<file path="config.mk">
export PLATFORM = sky130hd
export DESIGN_NAME = calc_sequencer_flat
export DESIGN_NICKNAME = d
export VERILOG_FILES = /design/src/rtl/calc_sequencer_if.sv /design/src/rtl/calc_sequencer.sv /design/src/flat_wrapper.sv
export SDC_FILE = /design/constraint.sdc
export NUM_CORES = 1
export LEC_CHECK = 0
export CAP_MARGIN = 30
export CELL_PAD_IN_SITES_DETAIL_PLACEMENT = 1
export CELL_PAD_IN_SITES_GLOBAL_PLACEMENT = 2
export CORE_MARGIN = 2
export CORE_UTILIZATION = 31
export CTS_CLUSTER_SIZE = 10
export DETAILED_ROUTE_END_ITERATION = 6
export GPL_TIMING_DRIVEN = 0
export PLACE_DENSITY = 0.8
export SLEW_MARGIN = 20
export SYNTH_ARGS = -nofsm -noshare
export SYNTH_HDL_FRONTEND = slang
export SYNTH_SLANG_ARGS = --single-unit
</file>
<file path="constraint.sdc">
create_clock -name clk -period 3.15 [get_ports clk]
set_clock_uncertainty 0.2 [all_clocks]
set_input_delay 0.63 -clock clk [delete_from_list [all_inputs] [get_ports clk]]
set_output_delay 0.63 -clock clk [all_outputs]
set_load 0.03 [all_outputs]
</file>
<file path="src/rtl/calc_sequencer_if.sv">
// ---------------------------------------------------------------------------
// calc_sequencer_if
// Purpose : bundles the operand-entry handshake, the result handshake and the
//           status outputs of calc_sequencer.
// Signals :
//   clear        producer -> block  synchronous abort to operand-A entry
//   in_valid     producer -> block  operand on sw is valid
//   sw[3:0]      producer -> block  operand value
//   op_sub       producer -> block  1 = subtract, 0 = add (taken with B)
//   in_ready     block -> producer  operand accepted this cycle if in_valid
//   result_ack   consumer -> block  consumer has taken the result
//   result_valid block -> consumer  result/neg/carry are valid
//   result[3:0]  block -> consumer  sum, or difference magnitude
//   neg          block -> consumer  subtract with B > A
//   carry        block -> consumer  add overflowed 4 bits
//   state_o[1:0] block -> observer  current FSM state
//   op_count[7:0]block -> observer  completed (acknowledged) operations
// Modports: master = environment side, slave = calc_sequencer side.
// ---------------------------------------------------------------------------
interface calc_sequencer_if;
  logic       clear;
  logic       in_valid;
  logic [3:0] sw;
  logic       op_sub;
  logic       in_ready;
  logic       result_ack;
  logic       result_valid;
  logic [3:0] result;
  logic       neg;
  logic       carry;
  logic [1:0] state_o;
  logic [7:0] op_count;

  modport master (
    output clear, in_valid, sw, op_sub, result_ack,
    input  in_ready, result_valid, result, neg, carry, state_o, op_count
  );

  modport slave (
    input  clear, in_valid, sw, op_sub, result_ack,
    output in_ready, result_valid, result, neg, carry, state_o, op_count
  );
endinterface

</file>
<file path="src/rtl/calc_sequencer.sv">
// ---------------------------------------------------------------------------
// calc_sequencer
// Purpose : two-operand 4-bit add/subtract sequencer. Operand A then operand B
//           are taken over a valid/ready handshake, the result is computed in
//           one EXEC cycle and presented in SHOW until acknowledged.
// Ports   :
//   clk   rising-edge clock
//   rst   synchronous active-high reset, highest priority
//   bus   calc_sequencer_if.slave (operand/result handshakes and status)
// Handshakes:
//   Operand transfer happens on a rising edge where in_valid & in_ready;
//   in_ready is high only in LOAD_A / LOAD_B. The result is offered while
//   result_valid (SHOW) and is consumed on an edge where result_ack is high.
// Option  : define CALC_SEQ_TIMEOUT_EN to abandon SHOW after 256 cycles
//           without result_ack (no op_count increment on timeout).
// ---------------------------------------------------------------------------
module calc_sequencer (
  input  logic                clk,
  input  logic                rst,
  calc_sequencer_if.slave     bus
);

  typedef enum logic [1:0] {
    LOAD_A = 2'b00,
    LOAD_B = 2'b01,
    EXEC   = 2'b10,
    SHOW   = 2'b11
  } state_t;

  state_t     r_state;
  logic [3:0] r_a;
  logic [3:0] r_b;
  logic       r_op_sub;
  logic [3:0] r_result;
  logic       r_neg;
  logic       r_carry;
  logic [7:0] r_op_count;
`ifdef CALC_SEQ_TIMEOUT_EN
  logic [7:0] r_tmo;
`endif

  // Datapath evaluated from the operand registers; captured in EXEC.
  logic [4:0] w_sum;
  logic       w_b_gt_a;
  logic [3:0] w_diff;
  logic [3:0] w_res;
  logic       w_neg;
  logic       w_carry;

  assign w_sum    = {1'b0, r_a} + {1'b0, r_b};
  assign w_b_gt_a = (r_b > r_a);
  assign w_diff   = w_b_gt_a ? (r_b - r_a) : (r_a - r_b);
  assign w_res    = r_op_sub ? w_diff : w_sum[3:0];
  assign w_neg    = r_op_sub & w_b_gt_a;
  assign w_carry  = ~r_op_sub & w_sum[4];

  always_ff @(posedge clk) begin
    if (rst) begin
      r_state    <= LOAD_A;
      r_a        <= 4'h0;
      r_b        <= 4'h0;
      r_op_sub   <= 1'b0;
      r_result   <= 4'h0;
      r_neg      <= 1'b0;
      r_carry    <= 1'b0;
      r_op_count <= 8'h00;
`ifdef CALC_SEQ_TIMEOUT_EN
      r_tmo      <= 8'h00;
`endif
    end else if (bus.clear) begin
      // Abort wins over any transfer or acknowledge in the same cycle.
      r_state  <= LOAD_A;
      r_a      <= 4'h0;
      r_b      <= 4'h0;
      r_result <= 4'h0;
      r_neg    <= 1'b0;
      r_carry  <= 1'b0;
    end else begin
      case (r_state)
        LOAD_A: begin
          if (bus.in_valid) begin
            r_a     <= bus.sw;
            r_state <= LOAD_B;
          end
        end
        LOAD_B: begin
          if (bus.in_valid) begin
            r_b      <= bus.sw;
            r_op_sub <= bus.op_sub;
            r_state  <= EXEC;
          end
        end
        EXEC: begin
          r_result <= w_res;
          r_neg    <= w_neg;
          r_carry  <= w_carry;
          r_state  <= SHOW;
`ifdef CALC_SEQ_TIMEOUT_EN
          r_tmo    <= 8'h00;
`endif
        end
        SHOW: begin
          if (bus.result_ack) begin
            r_op_count <= r_op_count + 8'd1;
            r_state    <= LOAD_A;
          end
`ifdef CALC_SEQ_TIMEOUT_EN
          // Counter reads 255 on the 256th SHOW cycle; leave without counting.
          else if (r_tmo == 8'hFF) begin
            r_state <= LOAD_A;
          end else begin
            r_tmo <= r_tmo + 8'd1;
          end
`endif
        end
        default: r_state <= LOAD_A;
      endcase
    end
  end

  // All outputs are decoded directly from registers.
  assign bus.in_ready     = (r_state == LOAD_A) || (r_state == LOAD_B);
  assign bus.result_valid = (r_state == SHOW);
  assign bus.result       = r_result;
  assign bus.neg          = r_neg;
  assign bus.carry        = r_carry;
  assign bus.state_o      = r_state;
  assign bus.op_count     = r_op_count;

endmodule

</file>
<file path="src/flat_wrapper.sv">
// flat-port wrapper written by rule: the top's interface ports become plain ports
module calc_sequencer_flat 
  (clk, rst, bus_clear, bus_in_valid, bus_sw, bus_op_sub, bus_result_ack, bus_in_ready, bus_result_valid, bus_result, bus_neg, bus_carry, bus_state_o, bus_op_count);
  calc_sequencer_if bus_i ();
  input  logic clk;
  input  logic rst;
  input wire logic [$bits(bus_i.clear)-1:0] bus_clear;
  input wire logic [$bits(bus_i.in_valid)-1:0] bus_in_valid;
  input wire logic [$bits(bus_i.sw)-1:0] bus_sw;
  input wire logic [$bits(bus_i.op_sub)-1:0] bus_op_sub;
  input wire logic [$bits(bus_i.result_ack)-1:0] bus_result_ack;
  output wire logic [$bits(bus_i.in_ready)-1:0] bus_in_ready;
  output wire logic [$bits(bus_i.result_valid)-1:0] bus_result_valid;
  output wire logic [$bits(bus_i.result)-1:0] bus_result;
  output wire logic [$bits(bus_i.neg)-1:0] bus_neg;
  output wire logic [$bits(bus_i.carry)-1:0] bus_carry;
  output wire logic [$bits(bus_i.state_o)-1:0] bus_state_o;
  output wire logic [$bits(bus_i.op_count)-1:0] bus_op_count;
  assign bus_i.clear = bus_clear;
  assign bus_i.in_valid = bus_in_valid;
  assign bus_i.sw = bus_sw;
  assign bus_i.op_sub = bus_op_sub;
  assign bus_i.result_ack = bus_result_ack;
  assign bus_in_ready = bus_i.in_ready;
  assign bus_result_valid = bus_i.result_valid;
  assign bus_result = bus_i.result;
  assign bus_neg = bus_i.neg;
  assign bus_carry = bus_i.carry;
  assign bus_state_o = bus_i.state_o;
  assign bus_op_count = bus_i.op_count;
  calc_sequencer u_core (.clk(clk), .rst(rst), .bus(bus_i));
endmodule
</file>
==> summary.md <==
| Metric | Value |
|---|---|
| Max incr delay on CP | 590 ps |
| Combinational Power Share | 14.4% |
| Peak supply drop | 193 µV |
| Cell Int Power | 445 µW |
| Fillers | 578 |
| Clock tree from TritonCTS | built |
| Final setup fails | 0 |
| Vias | 1,374 |
| Ant diodes | 0 |
| PostCTS Resize Cnt | 0 |
| Hold path start | u_core.bus.carry$_SDFFE_PP0P_ |
| CP arrival | 1920 ps |
| Global route total overflow | 0 |
| Core footprint | 4790 µm² |
| Post-Route Setup TNS | 0 ps |
| Cell family contributing the most delay on the critical path | buffers and inverters |
| Die ar. | 5640 µm² |
| Area delta synth->final | 25.5% |
| WP buf/inv | 3 |
| Hold-fix buffers at CTS | 0 |
| Final WL | 3940 µm |
| Switch share | 26.0% |
| Clk slew on worst S/H paths | 90 ps |
| Num ports | 28 |
| Slowest CP cell | clkdlybuf4s50_1 |
| RSZ-0062 raised after global routing | no |
| Synthesized netlist cell count | 183 |
| DRC | 0 |
| Dominant cell type by area after synthesis | dfxtp_1 |
| Most common cell in the netlist | dfxtp_1 |
| Layout cells sized above 1 | 4.67% |
| Flop2flop setup slack | 590 ps |
| Worst Setup End Kind | output pin |
| Latest clock arrival within the worst-skew pair | 270 ps |
| Syn_nets | 213 |
| Number of global-route vias before repair | 1,454 |
| Initial Util | 32.8% |
| Max clock buf depth | 2 |
| RD Place Congestion | 0.786 |
| EDFF count, synth | 0 |
| Critical-path maximum fanout | 6 |
| Required @ worst endpoint | 2320 ps |
| Final Hold Vio Count | 0 |
| Post-route ant nets | 0 |
| Yosys warning count | 0 |
| Primary FF master, synth | dfxtp_1 |
| Non-Filler Instances | 281 |
| Crit path depth | 5 |
| Synth Cell Area | 1570 µm² |
| WL/cell | 14.0 µm |
| Total GRT Usage | 15.9% |
| Port-buffer cells | 27 |
| Via-to-Cell Ratio | 4.89 |
| Leak Pwr | 0.000729 µW |
| NumNets Final | 245 |
| Largest net degree at the start of global routing | 15 |
| Final period util | 87.2% |
| CTS buffer count | 3 |
| Seq pwr share | 54.0% |
| Post-synth top area share | 31.9% |
| Fin crit period | 2750 ps |
| Placed Cells | 277 |
| Seq cells post-synth | 25 |
| Reg2reg end | u_core.bus.result[2]$_SDFFE_PP0P_ |
| DR iter-0 viols | 36 |
| Register-to-Register Path Depth | 7 |
| Mean Syn Cell Area | 8.57 µm² |
| WS Path Type | register to output pin |
| Commonest cells in the netlist | dfxtp_1 (25), a21oi_1 (17), ha_1 (17), nand2_1 (17), inv_1 (14) |
| H-tree levels | 1 |
| Initial antenna violation count | 0 |
| Sink Count | 25 |
| Fmax | 364 MHz |
| DRT Pass-1 Iters | 4 |
| Power Dens Cells | 305 nW/µm² |
| CP Cell Sequence | inv_1 > ha_1 > nor2_1 > inv_1 > clkdlybuf4s50_1 |
| Clk pwr share | 31.6% |
| Rows | 25 |
| Status | completed |
| CP startpoint kind | register |
| Max-cap violation count | 0 |
| Beginning of the critical path | u_core.bus.state_o[0]$_SDFFE_PP0P_ |
| Rel. slew slack | 63.0% |
| Async SR Flop Fraction | 0% |
| Die Wd | 75.1 µm |
| Seq/Total Area, Yosys | 31.9% |
| CTS root buf | clkbuf_8 |
| Measured slew at the worst slew-check pin | 555 ps |
| First-pass GRT wire length | 6890 µm |
| Most frequent cell on the critical path | inv_1 |
| Worst setup path end | bus_in_ready |
| HPWL after DPL | 3210 µm |
| Hold crit path type | register to register |
| Netlist cell types | 46 |
| Reg-to-reg startpoint | u_core.r_a[0]$_SDFFE_PP0P_ |
| P_sw | 156 µW |
| Post-CTS Repair Setup Buffers | 0 |
| Largest cells by area after synthesis | dfxtp_1 (32%), ha_1 (14%), a21oi_1 (5.4%) |
| Final Slew Violations | 0 |
| Die height | 75.1 µm |
-- worst register-to-register path, cell delays in order (launching register included) --
cell and delay (ps):
dfxtp_1 400, ha_1 200, inv_1 60, fa_1 410
a211o_1 350, and3_4 200, a311o_1 360, a2111oi_4 280
-- cell usage in the layout, fill, tap and decap left out, types with 3 or more instances in the layout --
cell type / netlist / routed
a211oi_1: 3 / 3
dfxtp_1: 25 / 25
fa_1: 3 / 3
o21ai_0: 4 / 4
clkbuf_1: 5 / 5
ha_1: 17 / 17
nor2b_1: 5 / 5
nor3_1: 3 / 3
nand2_1: 17 / 17
a21oi_1: 17 / 17
clkbuf_8: 0 / 3
nand4_1: 5 / 5
nor2_1: 13 / 13
inv_1: 14 / 14
xnor2_1: 3 / 3
clkdlybuf4s50_1: 0 / 27
nand3_1: 9 / 9
xor2_1: 4 / 4
-- how the worst min path moves through the flow --
stage,to,cells past startpoint
3_5_place_dp,u_core.bus.carry$_SDFFE_PP0P_,2
2_1_floorplan,u_core.r_a[3]$_SDFFE_PP0P_,2
6_report,u_core.bus.carry$_SDFFE_PP0P_,2
3_3_place_gp,u_core.bus.carry$_SDFFE_PP0P_,2
5_1_grt,u_core.bus.carry$_SDFFE_PP0P_,2
4_1_cts,u_core.bus.carry$_SDFFE_PP0P_,2
-- through the flow --
step / worst slack, ps / total power (µW) / hold WS (ps) / area (µm²) / util (%)
after floorplan: 829 / 384 / 253 / 1570 / -
after global placement: 528 / 416 / 256 / 1920 / 40.2
after detailed placement: 465 / 419 / 263 / 1920 / 40.2
after CTS: 379 / 610 / 278 / 1970 / 41.1
after global routing: 271 / 634 / 321 / 1970 / 41.1
final: 402 / 601 / 271 / 1970 / 41.1
-- power by group through the flow --
stage	sequential, µW	clock [µW]	combinational, µW
3_5_place_dp	332	0	86.9
5_1_grt	326	212	97.0
3_3_place_gp	332	0	84.0
6_report	325	190	86.4
2_1_floorplan	333	0	50.6
4_1_cts	325	198	87.4
-- registers in the layout, summed over array words and instances (netlist names) --
register             cells
u_core.r_a               4
u_core.r_b               4
u_core.bus.op_count      8
u_core.bus.neg           1
u_core.r_op_sub          1
u_core.bus.state_o       2
u_core.bus.carry         1
u_core.bus.result        4
-- cell families after synthesis --
family	count (synthesis)	synth area share [%]
AND/OR/NAND/NOR	74	26.0
AO/OA/AOI/OAI	35	14.9
flip-flops	25	31.9
buffers and inverters	21	5.19
adder cells (fa/ha/maj)	20	17.4
XOR/XNOR	7	3.91
multiplexers	1	0.638
-- metal layers --
metal	wire length (µm)	global-route usage (%)
met1	1910	21.1
met3	138	3.61
met4	16	2.38
met2	1870	26.8
met5	0	0
-- layout make-up --
type                    instances  area [µm²]  area share, %
repair buffers                 27         270           13.7
clock buffers                   3        41.3           2.10
flip-flops and latches         25         500           25.4
clock inverters                 1        5.00          0.254
well taps                      67        83.8           4.26
multi-input cells             137         986           50.1
inverters                      14        52.6           2.67
plain buffers                   7        28.8           1.46
(Power assumes the default switching activity.)
